File: src/rtl/muldiv_pkg.sv
// Shared encodings for the iterative multiply/divide unit: op codes, FSM states
// and the divide-by-zero quotient constant.
package muldiv_pkg;

  typedef enum logic [1:0] {
    OP_MULTU = 2'b00,
    OP_MULT  = 2'b01,
    OP_DIVU  = 2'b10,
    OP_DIV   = 2'b11
  } op_e;

  typedef enum logic [1:0] {
    IDLE,
    CALC,
    FIX
  } state_e;

  // Wide enough for any supported WIDTH; consumers slice what they need.
  localparam logic [63:0] DIVZ_LO = '1;

  function automatic logic op_is_div(input op_e op);
    return op[1];
  endfunction

  function automatic logic op_is_signed(input op_e op);
    return op[0];
  endfunction

endpackage

File: src/rtl/muldiv_step.sv
// One iteration of the multiply/divide datapath: radix-2 shift-add, or (with
// MULDIV_DIV_EN) one restoring shift-subtract producing a single quotient bit.
module muldiv_step
  import muldiv_pkg::*;
#(
  parameter int WIDTH = 32
) (
  input  logic [2*WIDTH-1:0] acc,
  input  logic [WIDTH-1:0]   opnd,
`ifdef MULDIV_DIV_EN
  input  logic               is_div,
`endif
  output logic [2*WIDTH-1:0] acc_next
);

  logic [WIDTH-1:0] addend;
  logic [WIDTH:0]   mul_sum;
`ifdef MULDIV_DIV_EN
  logic [WIDTH:0]   trial;
`endif

  // Multiply: {partial, multiplier}; add on the multiplier LSB, then shift right
  // with the carry entering the top.
  // NOTE: every always_comb output gets a default before any branch, so no
  // path leaves it unassigned and no latch is inferred.
  always_comb begin
    addend   = acc[0] ? opnd : '0;
    mul_sum  = {1'b0, acc[2*WIDTH-1:WIDTH]} + {1'b0, addend};
    acc_next = {mul_sum, acc[WIDTH-1:1]};
`ifdef MULDIV_DIV_EN
    // Divide: {remainder, dividend/quotient}; shift left and try the divisor.
    trial = acc[2*WIDTH-1:WIDTH-1] - {1'b0, opnd};
    if (is_div) begin
      if (trial[WIDTH]) begin
        acc_next = {acc[2*WIDTH-2:0], 1'b0};
      end else begin
        acc_next = {trial[WIDTH-1:0], acc[WIDTH-2:0], 1'b1};
      end
    end
`endif
  end

endmodule

File: src/rtl/muldiv_unit.sv
// Iterative MULT/MULTU/DIV/DIVU unit with HI/LO registers and MTHI/MTLO writes.
// Divider datapath is present only when MULDIV_DIV_EN is defined.
module muldiv_unit
  import muldiv_pkg::*;
#(
  parameter int WIDTH = 32
) (
  input  logic             clk,
  input  logic             rst,
  input  logic             start,
  input  logic [1:0]       op,
  input  logic [WIDTH-1:0] a,
  input  logic [WIDTH-1:0] b,
  input  logic             hilo_we,
  input  logic             hilo_sel,
  input  logic [WIDTH-1:0] hilo_wdata,
  output logic             busy,
  output logic             done,
  output logic [WIDTH-1:0] hi,
  output logic [WIDTH-1:0] lo
);

  localparam int CNT_W = (WIDTH > 1) ? $clog2(WIDTH) : 1;

  op_e               op_in;
  state_e            state_q, state_d;
  logic [CNT_W-1:0]  cnt_q;
  logic [2*WIDTH-1:0] acc_q, acc_next;
  logic [WIDTH-1:0]  opnd_q;
  logic              neg_q;
  logic [WIDTH-1:0]  hi_q, lo_q;
  logic              done_q;
  logic [WIDTH-1:0]  mag_a, mag_b;
  logic              sgn, accept, div_bypass, last_iter;
  logic [2*WIDTH-1:0] prod;
  logic [WIDTH-1:0]  res_hi, res_lo;
`ifdef MULDIV_DIV_EN
  logic              div_q, divz_q, rem_neg_q;
`endif

  assign op_in     = op_e'(op);
  assign sgn       = op_is_signed(op_in);
  assign mag_a     = (sgn && a[WIDTH-1]) ? -a : a;
  assign mag_b     = (sgn && b[WIDTH-1]) ? -b : b;
  assign accept    = (state_q == IDLE) && start;
  assign last_iter = (cnt_q == CNT_W'(WIDTH - 1));

`ifdef MULDIV_DIV_EN
  assign div_bypass = 1'b0;
`else
  // Without a divider, a divide completes immediately and leaves HI/LO alone.
  assign div_bypass = accept && op_is_div(op_in);
`endif

  muldiv_step #(.WIDTH(WIDTH)) u_step (
    .acc      (acc_q),
    .opnd     (opnd_q),
`ifdef MULDIV_DIV_EN
    .is_div   (div_q),
`endif
    .acc_next (acc_next)
  );

  // NOTE: sequential blocks use non-blocking (<=) only, so every flop samples
  // the pre-edge values regardless of statement order.
  always_ff @(posedge clk or posedge rst) begin
    if (rst) state_q <= IDLE;
    else     state_q <= state_d;
  end

  always_comb begin
    state_d = state_q;
    case (state_q)
      IDLE:    if (accept && !div_bypass) state_d = CALC;
      CALC:    if (last_iter) state_d = FIX;
      FIX:     state_d = IDLE;
      default: state_d = IDLE;
    endcase
  end

  always_ff @(posedge clk or posedge rst) begin
    if (rst) begin
      cnt_q     <= '0;
      acc_q     <= '0;
      opnd_q    <= '0;
      neg_q     <= 1'b0;
`ifdef MULDIV_DIV_EN
      div_q     <= 1'b0;
      divz_q    <= 1'b0;
      rem_neg_q <= 1'b0;
`endif
    end else begin
      case (state_q)
        IDLE: begin
          if (accept) begin
            cnt_q  <= '0;
            neg_q  <= sgn & (a[WIDTH-1] ^ b[WIDTH-1]);
`ifdef MULDIV_DIV_EN
            div_q     <= op_is_div(op_in);
            divz_q    <= (b == '0);
            rem_neg_q <= sgn & a[WIDTH-1];
            if (op_is_div(op_in)) begin
              acc_q  <= {{WIDTH{1'b0}}, mag_a};
              opnd_q <= mag_b;
            end else begin
              acc_q  <= {{WIDTH{1'b0}}, mag_b};
              opnd_q <= mag_a;
            end
`else
            acc_q  <= {{WIDTH{1'b0}}, mag_b};
            opnd_q <= mag_a;
`endif
          end
        end
        CALC: begin
          acc_q <= acc_next;
          cnt_q <= cnt_q + CNT_W'(1);
        end
        default: ;
      endcase
    end
  end

  // Sign fix-up on the finished accumulator, consumed at the edge ending FIX.
  always_comb begin
    prod   = neg_q ? -acc_q : acc_q;
    res_hi = prod[2*WIDTH-1:WIDTH];
    res_lo = prod[WIDTH-1:0];
`ifdef MULDIV_DIV_EN
    if (div_q) begin
      // On divide-by-zero the remainder is |a|, so the dividend-sign fix
      // reproduces a exactly.
      res_hi = rem_neg_q ? -acc_q[2*WIDTH-1:WIDTH] : acc_q[2*WIDTH-1:WIDTH];
      res_lo = divz_q ? DIVZ_LO[WIDTH-1:0]
             : (neg_q ? -acc_q[WIDTH-1:0] : acc_q[WIDTH-1:0]);
    end
`endif
  end

  always_ff @(posedge clk or posedge rst) begin
    if (rst) begin
      hi_q   <= '0;
      lo_q   <= '0;
      done_q <= 1'b0;
    end else begin
      done_q <= (state_q == FIX) || div_bypass;
      if (state_q == FIX) begin
        hi_q <= res_hi;
        lo_q <= res_lo;
      end else if ((state_q == IDLE) && !start && hilo_we) begin
        if (hilo_sel) hi_q <= hilo_wdata;
        else          lo_q <= hilo_wdata;
      end
    end
  end

  assign busy = (state_q != IDLE);
  assign done = done_q;
  assign hi   = hi_q;
  assign lo   = lo_q;

endmodule

File: config.mk
export PLATFORM = sky130hd
export DESIGN_NAME = muldiv_unit
export DESIGN_NICKNAME = d
export VERILOG_FILES = /design/src/rtl/muldiv_pkg.sv /design/src/rtl/muldiv_step.sv /design/src/rtl/muldiv_unit.sv
export SDC_FILE = /design/constraint.sdc
export NUM_CORES = 1
export LEC_CHECK = 0
export ABC_CLOCK_PERIOD_IN_PS = 7500
export CAP_MARGIN = 20
export CORE_MARGIN = 2
export CORE_UTILIZATION = 61
export DETAILED_ROUTE_END_ITERATION = 6
export MAX_ROUTING_LAYER = met4
export PLACE_DENSITY = 0.91
export SYNTH_ARGS = -nofsm -noshare
export SYNTH_HDL_FRONTEND = slang
export SYNTH_HIERARCHICAL = 1
export SYNTH_SLANG_ARGS = --single-unit
File: constraint.sdc
create_clock -name clk -period 7.5 [get_ports clk]
set_input_delay 0.75 -clock clk [delete_from_list [all_inputs] [get_ports clk]]
set_output_delay 0.75 -clock clk [all_outputs]
set_load 0.02 [all_outputs]
==> results of run 1 <==
==> metal layers <==
metal	up-vias	track usage, %
met5	-	-
met4	0	14.1
met2	646	55.9
li1	5600	-
met1	5613	47.1
met3	108	5.00
==> metrics by stage <==
stage / hold slack (ps) / cell area (um2) / setup slack, ps / utilization (%)
after floorplan: 442 / 12600 / 2170 / -
after detailed placement: 463 / 14100 / 3810 / 69.5
after global placement: 455 / 14100 / 3900 / 69.5
final: 475 / 14700 / 3750 / 72.7
after global routing: 493 / 14700 / 3510 / 72.7
after CTS: 478 / 14700 / 3790 / 72.7
==> flip-flops by register name, summed over array words and instances (netlist names) <==
name / count
neg_q: 1
lo: 32
cnt_q: 5
opnd_q: 32
acc_q: 64
done: 1
hi: 32
state_q: 2
==> layout by cell type, fill, tap and decap left out, types with 39 or more instances in the layout <==
cell and n:
dfrtp_1 168, o21ai_0 153, mux2_2 49, xnor2_1 66, a21oi_1 98, and2_1 39
xor2_1 70, nand2_1 243, nor2_1 102, clkdlybuf4s50_1 168
==> cells in the mapped netlist, types with 5 or more instances <==
master / number / area, um2
nor2b_1: 6 / 37.5
or4_1: 17 / 128
nor4_1: 17 / 106
buf_4: 31 / 233
mux2i_1: 16 / 160
a21oi_1: 98 / 490
o22ai_1: 11 / 68.8
o31ai_1: 33 / 248
buf_1: 10 / 37.5
xor2_1: 70 / 613
inv_1: 22 / 82.6
nand2_1: 244 / 916
nand3_1: 33 / 165
nand3b_1: 5 / 37.5
and2_1: 40 / 250
a211oi_1: 8 / 60.1
buf_2: 6 / 30.0
a21o_1: 14 / 105
o211ai_1: 9 / 67.6
or3_1: 22 / 138
dfrtp_1: 169 / 4230
nor3_1: 31 / 155
clkbuf_8: 6 / 82.6
xnor2_1: 66 / 578
ha_1: 37 / 463
o21ai_0: 153 / 766
nand4_1: 14 / 87.6
and3_1: 16 / 100
mux2_2: 49 / 552
o41ai_1: 13 / 114
clkbuf_1: 66 / 248
or2_2: 11 / 68.8
nand2b_1: 9 / 56.3
a31oi_1: 15 / 93.8
nor2_1: 102 / 383
==> critical path, cell delays in order, from the launching register on <==
cell       delay [ps]
dfrtp_1           700
and2_1            330
ha_1              220
fa_1              440
a211oi_2          290
o211ai_2          150
a2111oi_4         550
nor3b_2           180
or4_1             430
o311a_1           140
nand2_1            50
o21ai_0           100
==> cell families after synthesis <==
group                    after synthesis
AND/OR/NAND/NOR                      589
flip-flops                           169
buffers and inverters                141
adder cells (fa/ha/maj)               38
AO/OA/AOI/OAI                        395
XOR/XNOR                             136
multiplexers                          65
==> final timing paths <==
path | slack, ps | cells after the start | end | start
min in group asynchronous | 920 | 2 | hi[4] | rst
max in group asynchronous | 5140 | 3 | neg_q | rst
max reg2reg | 3750 | 11 | acc_q[55] | acc_q[0]
min | 470 | 2 | opnd_q[0] | opnd_q[0]
max | 3750 | 11 | acc_q[55] | acc_q[0]
min reg2reg | 470 | 2 | opnd_q[0] | opnd_q[0]
==> power groups by stage <==
stage	sequential, W	clock, W	combinational, W
3_5_place_dp	0.00198	0	0.00355
6_report	0.00195	0.000970	0.00368
5_1_grt	0.00200	0.00101	0.00402
3_3_place_gp	0.00195	0	0.00344
2_1_floorplan	0.00193	0	0.00249
4_1_cts	0.00196	0.000972	0.00358
==> area by class of cell <==
cell class,instances,area (um2)
clock buffers,18,429
fillers,1525,5510
multi-input cells,1223,7660
flip-flops and latches,169,4230
repair buffers,177,1760
well taps,270,338
clock inverters,14,213
inverters,22,87.6
==> reports/metrics.cfg, run 1 <==
[timing]
tightestPinTransition_ps=1110
period_share_pct=50.0
clock_skew_ps=9.10
rsz0062_at_grt=false
slew_viol_final=0
finalSetupTns_ps=0
hold_violations=0
fin_crit_ps=3750
setup_viol=0
slew_headroom_pct=24.8
fmax_ghz=0.267

[floorplan]
die_area_mm2=0.0218
initial_core_util_pct=62.2
chipHeight_um=148
core_area_mm2=0.0202
io_pins=169
die_w_um=148
rows=52

[synth]
synth_nets=1674
synth_top_family_by_area=simple AND/OR/NAND/NOR gates
synth.avg_cell_area_um2=8.20
synth_compound_gate_area_share_pct=19.2
synth-xor-area-share_pct=9.47
synth-seq-cells=169
synth_mux_area_share_pct=5.66
synth_simple_gate_area_share_pct=22.6
synth-seq-area-share_pct=33.6
yosys_warnings=6
async_flop_share_pct=100
synth_cells=1533
synthesis.area_mm2=0.0126
synthAdderAreaFrac_pct=3.84
yosysUniqueCellTypes=72
synth-main-ff-cell=dfrtp_1
synth_edf_count=0

[detailed_routing]
drc=1
post_drt_wl_per_cell_um=20.0
drt-pass1-iter-count=7
drtIter0Drc=1457
wl_mm=37.8
num_vias=11967
routed.top_layer=met4
wl_met3_mm=3.43
avgViaCountPerCell=6.32
ant_nets=0
wl_met2_mm=17.7
m1WireLength_mm=15.3

[pwr]
cellPowerDensity_mw_per_mm2=449
seqPwrFrac_pct=29.5
cellInternalPower_w=0.00352
clkPwrFrac_pct=14.7
net-switching-power_w=0.00308
power_switching_share_pct=46.7
vdd_drop_max_mv=0.223
combPwrFrac_pct=55.8
power_w=0.00660
p_leak_nw=5.93

[place]
dp_hpwl_mm=27.6
io_buffers=168
placedCellCount=1860
gp_congestion=1.01

[clock_tree]
clk_latency_ps=440
cts_resized=0
cts_tree=done
cts_buffers=17
htreeDepth=4
ctsRootBufferMaster=clkbuf_16
cts_setup_buffers=0
clkTransAtPathRegs_ps=70
cts.sinks=169
cts.path.max_buffers=2
hold_buffers=0

[run_status]
status=complete, but fails checks
violations=design-rule violations

[cells_and_area]
drive_above_1_share_pct=7.64
nets=1751
layoutNonFillerInstCount=1893
antenna_cells=0
area_delta_synth_final_pct=17.0

[worst_setup_path]
required_ps=7790
startpoint_type=flip-flop
worstSetupPathType=flip-flop to flip-flop
cp_max_fo=35
cp_data_arrival_time_ps=4040
cp-end-kind=flip-flop

[global_routing]
grt_pass1_vias=11299
grt_overflow=0
grt_pass1_wl_mm=60.0
antenna_found_initial=1
grt.total_usage_pct=35.7
grt_max_degree=107

[worst_hold_path]
hp-class=flip-flop to flip-flop

[job]
cap_violations=0

(Power assumes the default switching activity.)
==> inputs of run 2 (changes only) <==
ABC_CLOCK_PERIOD_IN_PS = 3200   (was 7500)
CORE_UTILIZATION = 51   (was 61)
PLACE_DENSITY = 0.82   (was 0.91)
clock period = 3.2 ns   (was 7.5 ns; I/O delays follow)
==> reports/metrics.cfg, run 2 (synthesized netlist as in run 1, its figures left out) <==
[cells_and_area]
post-route-util_pct=62.2  ; -11 points
seq_area_mm2=0.00423  ; unchanged
area_delta_synth_final_pct=19.9
top_register=acc_q
antenna_cells=0  ; unchanged
layoutNonFillerInstCount=1988  ; +5.0%
fill_cells=2081  ; +36%
fin_area_mm2=0.0151  ; +2.5%
largest_register_ffs=64  ; unchanged
layout_commonest_cell=nand2_1
nets=1792  ; +2.3%
multi_input_area_mm2=0.00767  ; +0.15%
drive_above_1_share_pct=10.0  ; +2.4 points
mostFrequentLayoutCells=nand2_1 (243), dfrtp_1 (168), clkdlybuf4s50_1 (168), o21ai_0 (153), nor2_1 (102)

[job]
cap_violations=0  ; unchanged

[timing]
hold_violations=0  ; unchanged
setup_viol=0  ; unchanged
rsz0062_at_grt=true
clock_skew_ps=12.4  ; +3.35 ps
whs_ps=318  ; -157 ps
fin_crit_ps=3050  ; -706 ps
slew_headroom_pct=44.9  ; +20 points
fmax_ghz=0.328  ; +23%
setup_slack_ps=155  ; -3590 ps
tightestPinTransition_ps=826  ; -287 ps
period_share_pct=95.2  ; +45 points
slew_viol_final=0  ; unchanged

[detailed_routing]
post_drt_wl_per_cell_um=19.4  ; -3.0%
drc=0  ; -1
drt-pass1-iter-count=7  ; unchanged
ant_nets=0  ; unchanged
avgViaCountPerCell=6.06  ; -4.1%
num_vias=12054  ; +0.73%
wl_mm=38.5  ; +1.9%
drtIter0Drc=1122  ; -23%

[global_routing]
grt_max_degree=94  ; -12%
grt.total_usage_pct=30.6  ; -5.1 points
grt_pass1_vias=11354  ; +0.49%
grt_overflow=0  ; unchanged
antenna_found_initial=0  ; -1
grt_pass1_wl_mm=61.3  ; +2.1%

[floorplan]
die_w_um=161  ; +9.1%
chipHeight_um=161  ; +9.1%
die_area_mm2=0.0259  ; +19%
core_area_mm2=0.0242  ; +20%
initial_core_util_pct=51.9  ; -10 points
io_pins=169  ; unchanged
rows=57  ; +9.6%

[worst_setup_path]
required_ps=3520  ; -4270 ps
startpoint_type=flip-flop
cp_data_arrival_time_ps=3360  ; -680 ps
cp-end-kind=flip-flop
worstSetupPathType=flip-flop to flip-flop
cp_max_fo=6  ; -83%

[place]
dpl-instance-area_mm2=0.0145  ; +3.1%
dp_hpwl_mm=29.1  ; +5.6%
pre_cts_ws_ps=133  ; -3670 ps
placedCellCount=1956  ; +5.2%
gp_congestion=1.01  ; +0.69%
io_buffers=168  ; unchanged

[clock_tree]
cts.path.max_buffers=2  ; unchanged
cts_tree=done
ctsRootBufferMaster=clkbuf_16
cts.sinks=169  ; unchanged
clk_latency_ps=440  ; about the same
cts_buffers=17  ; unchanged
clkTransAtPathRegs_ps=70  ; about the same
htreeDepth=4  ; unchanged
cts_setup_buffers=0  ; unchanged

[pwr]
p_leak_nw=6.12  ; +3.3%
vdd_drop_max_mv=0.440  ; +97%
cellPowerDensity_mw_per_mm2=1030  ; +130%

[worst_hold_path]
hp-class=input pin to asynchronous set/reset pin

[run_status]
status=finished, final reports clean

==> run 2: cell count changes in the layout (fill, tap and decap cells not counted), moves of 2 or more <==
cell / before / now
buf_12: 1 / 4
inv_6: 6 / 3
inv_8: 0 / 6
buf_4: 8 / 46
bufinv_16: 4 / 0
clkinv_4: 2 / 4
==> run 2: path summary, 6_finish.rpt <==
kind	slack (ps)	start	end	cells after the start
max	150	acc_q[0]	acc_q[55]	11
min	320	rst	acc_q[38]	2
max reg2reg	150	acc_q[0]	acc_q[55]	11
min reg2reg	470	opnd_q[0]	opnd_q[0]	2
max in group asynchronous	2020	rst	cnt_q[1]	3
min in group clk	470	opnd_q[0]	opnd_q[0]	2
==> run 2: layout make-up <==
class	instances	share of cell area (%)
tap	324	2.69
inverter	22	0.572
multi-input combinational	1223	50.9
clock inverter	14	0.962
clock buffer	18	2.91
timing repair buffer	218	14.0
sequential	169	28.0
==> run 2: power by group <==
part | internal [W] | switching (W)
registers | 0.00323 | 0.00123
logic | 0.00391 | 0.00515
clock network | 0.00106 | 0.00101
total | 0.00820 | 0.00739
==> run 2: metrics by stage <==
stage               setup TNS (ps)  power, W
finish                           0    0.0156
global route                 -34.1    0.0167
CTS                              0    0.0154
detailed placement               0    0.0133
global placement                 0    0.0131
floorplan                        0    0.0104
==> run 2: repair_timing <==
| action | in CTS | in global routing |
|---|---|---|
| resized for setup | 0 | 1 |
| hold buffers | 0 | 0 |
| endpoints found under the setup margin | 0 | 4 |
==> run 2: critical path, cell delays in order (launching register included) <==
cell and delay (ps):
dfrtp_1 420, and2_1 180, ha_1 210, fa_1 430, a211oi_2 280, o211ai_2 150, a2111oi_4 410, nor3b_2 160
or4_1 420, o311a_1 140, nand2_1 50, o21ai_0 70
==> run 2: per-layer routing <==
layer  part of all wire, %  global-route usage (%)  wire (um)
met1                    43                    40.5      16600
met2                    46                    47.6      17700
met3                   8.0                    5.80       3100
met4                   3.1                    10.1       1180
met5                     0                       -          0
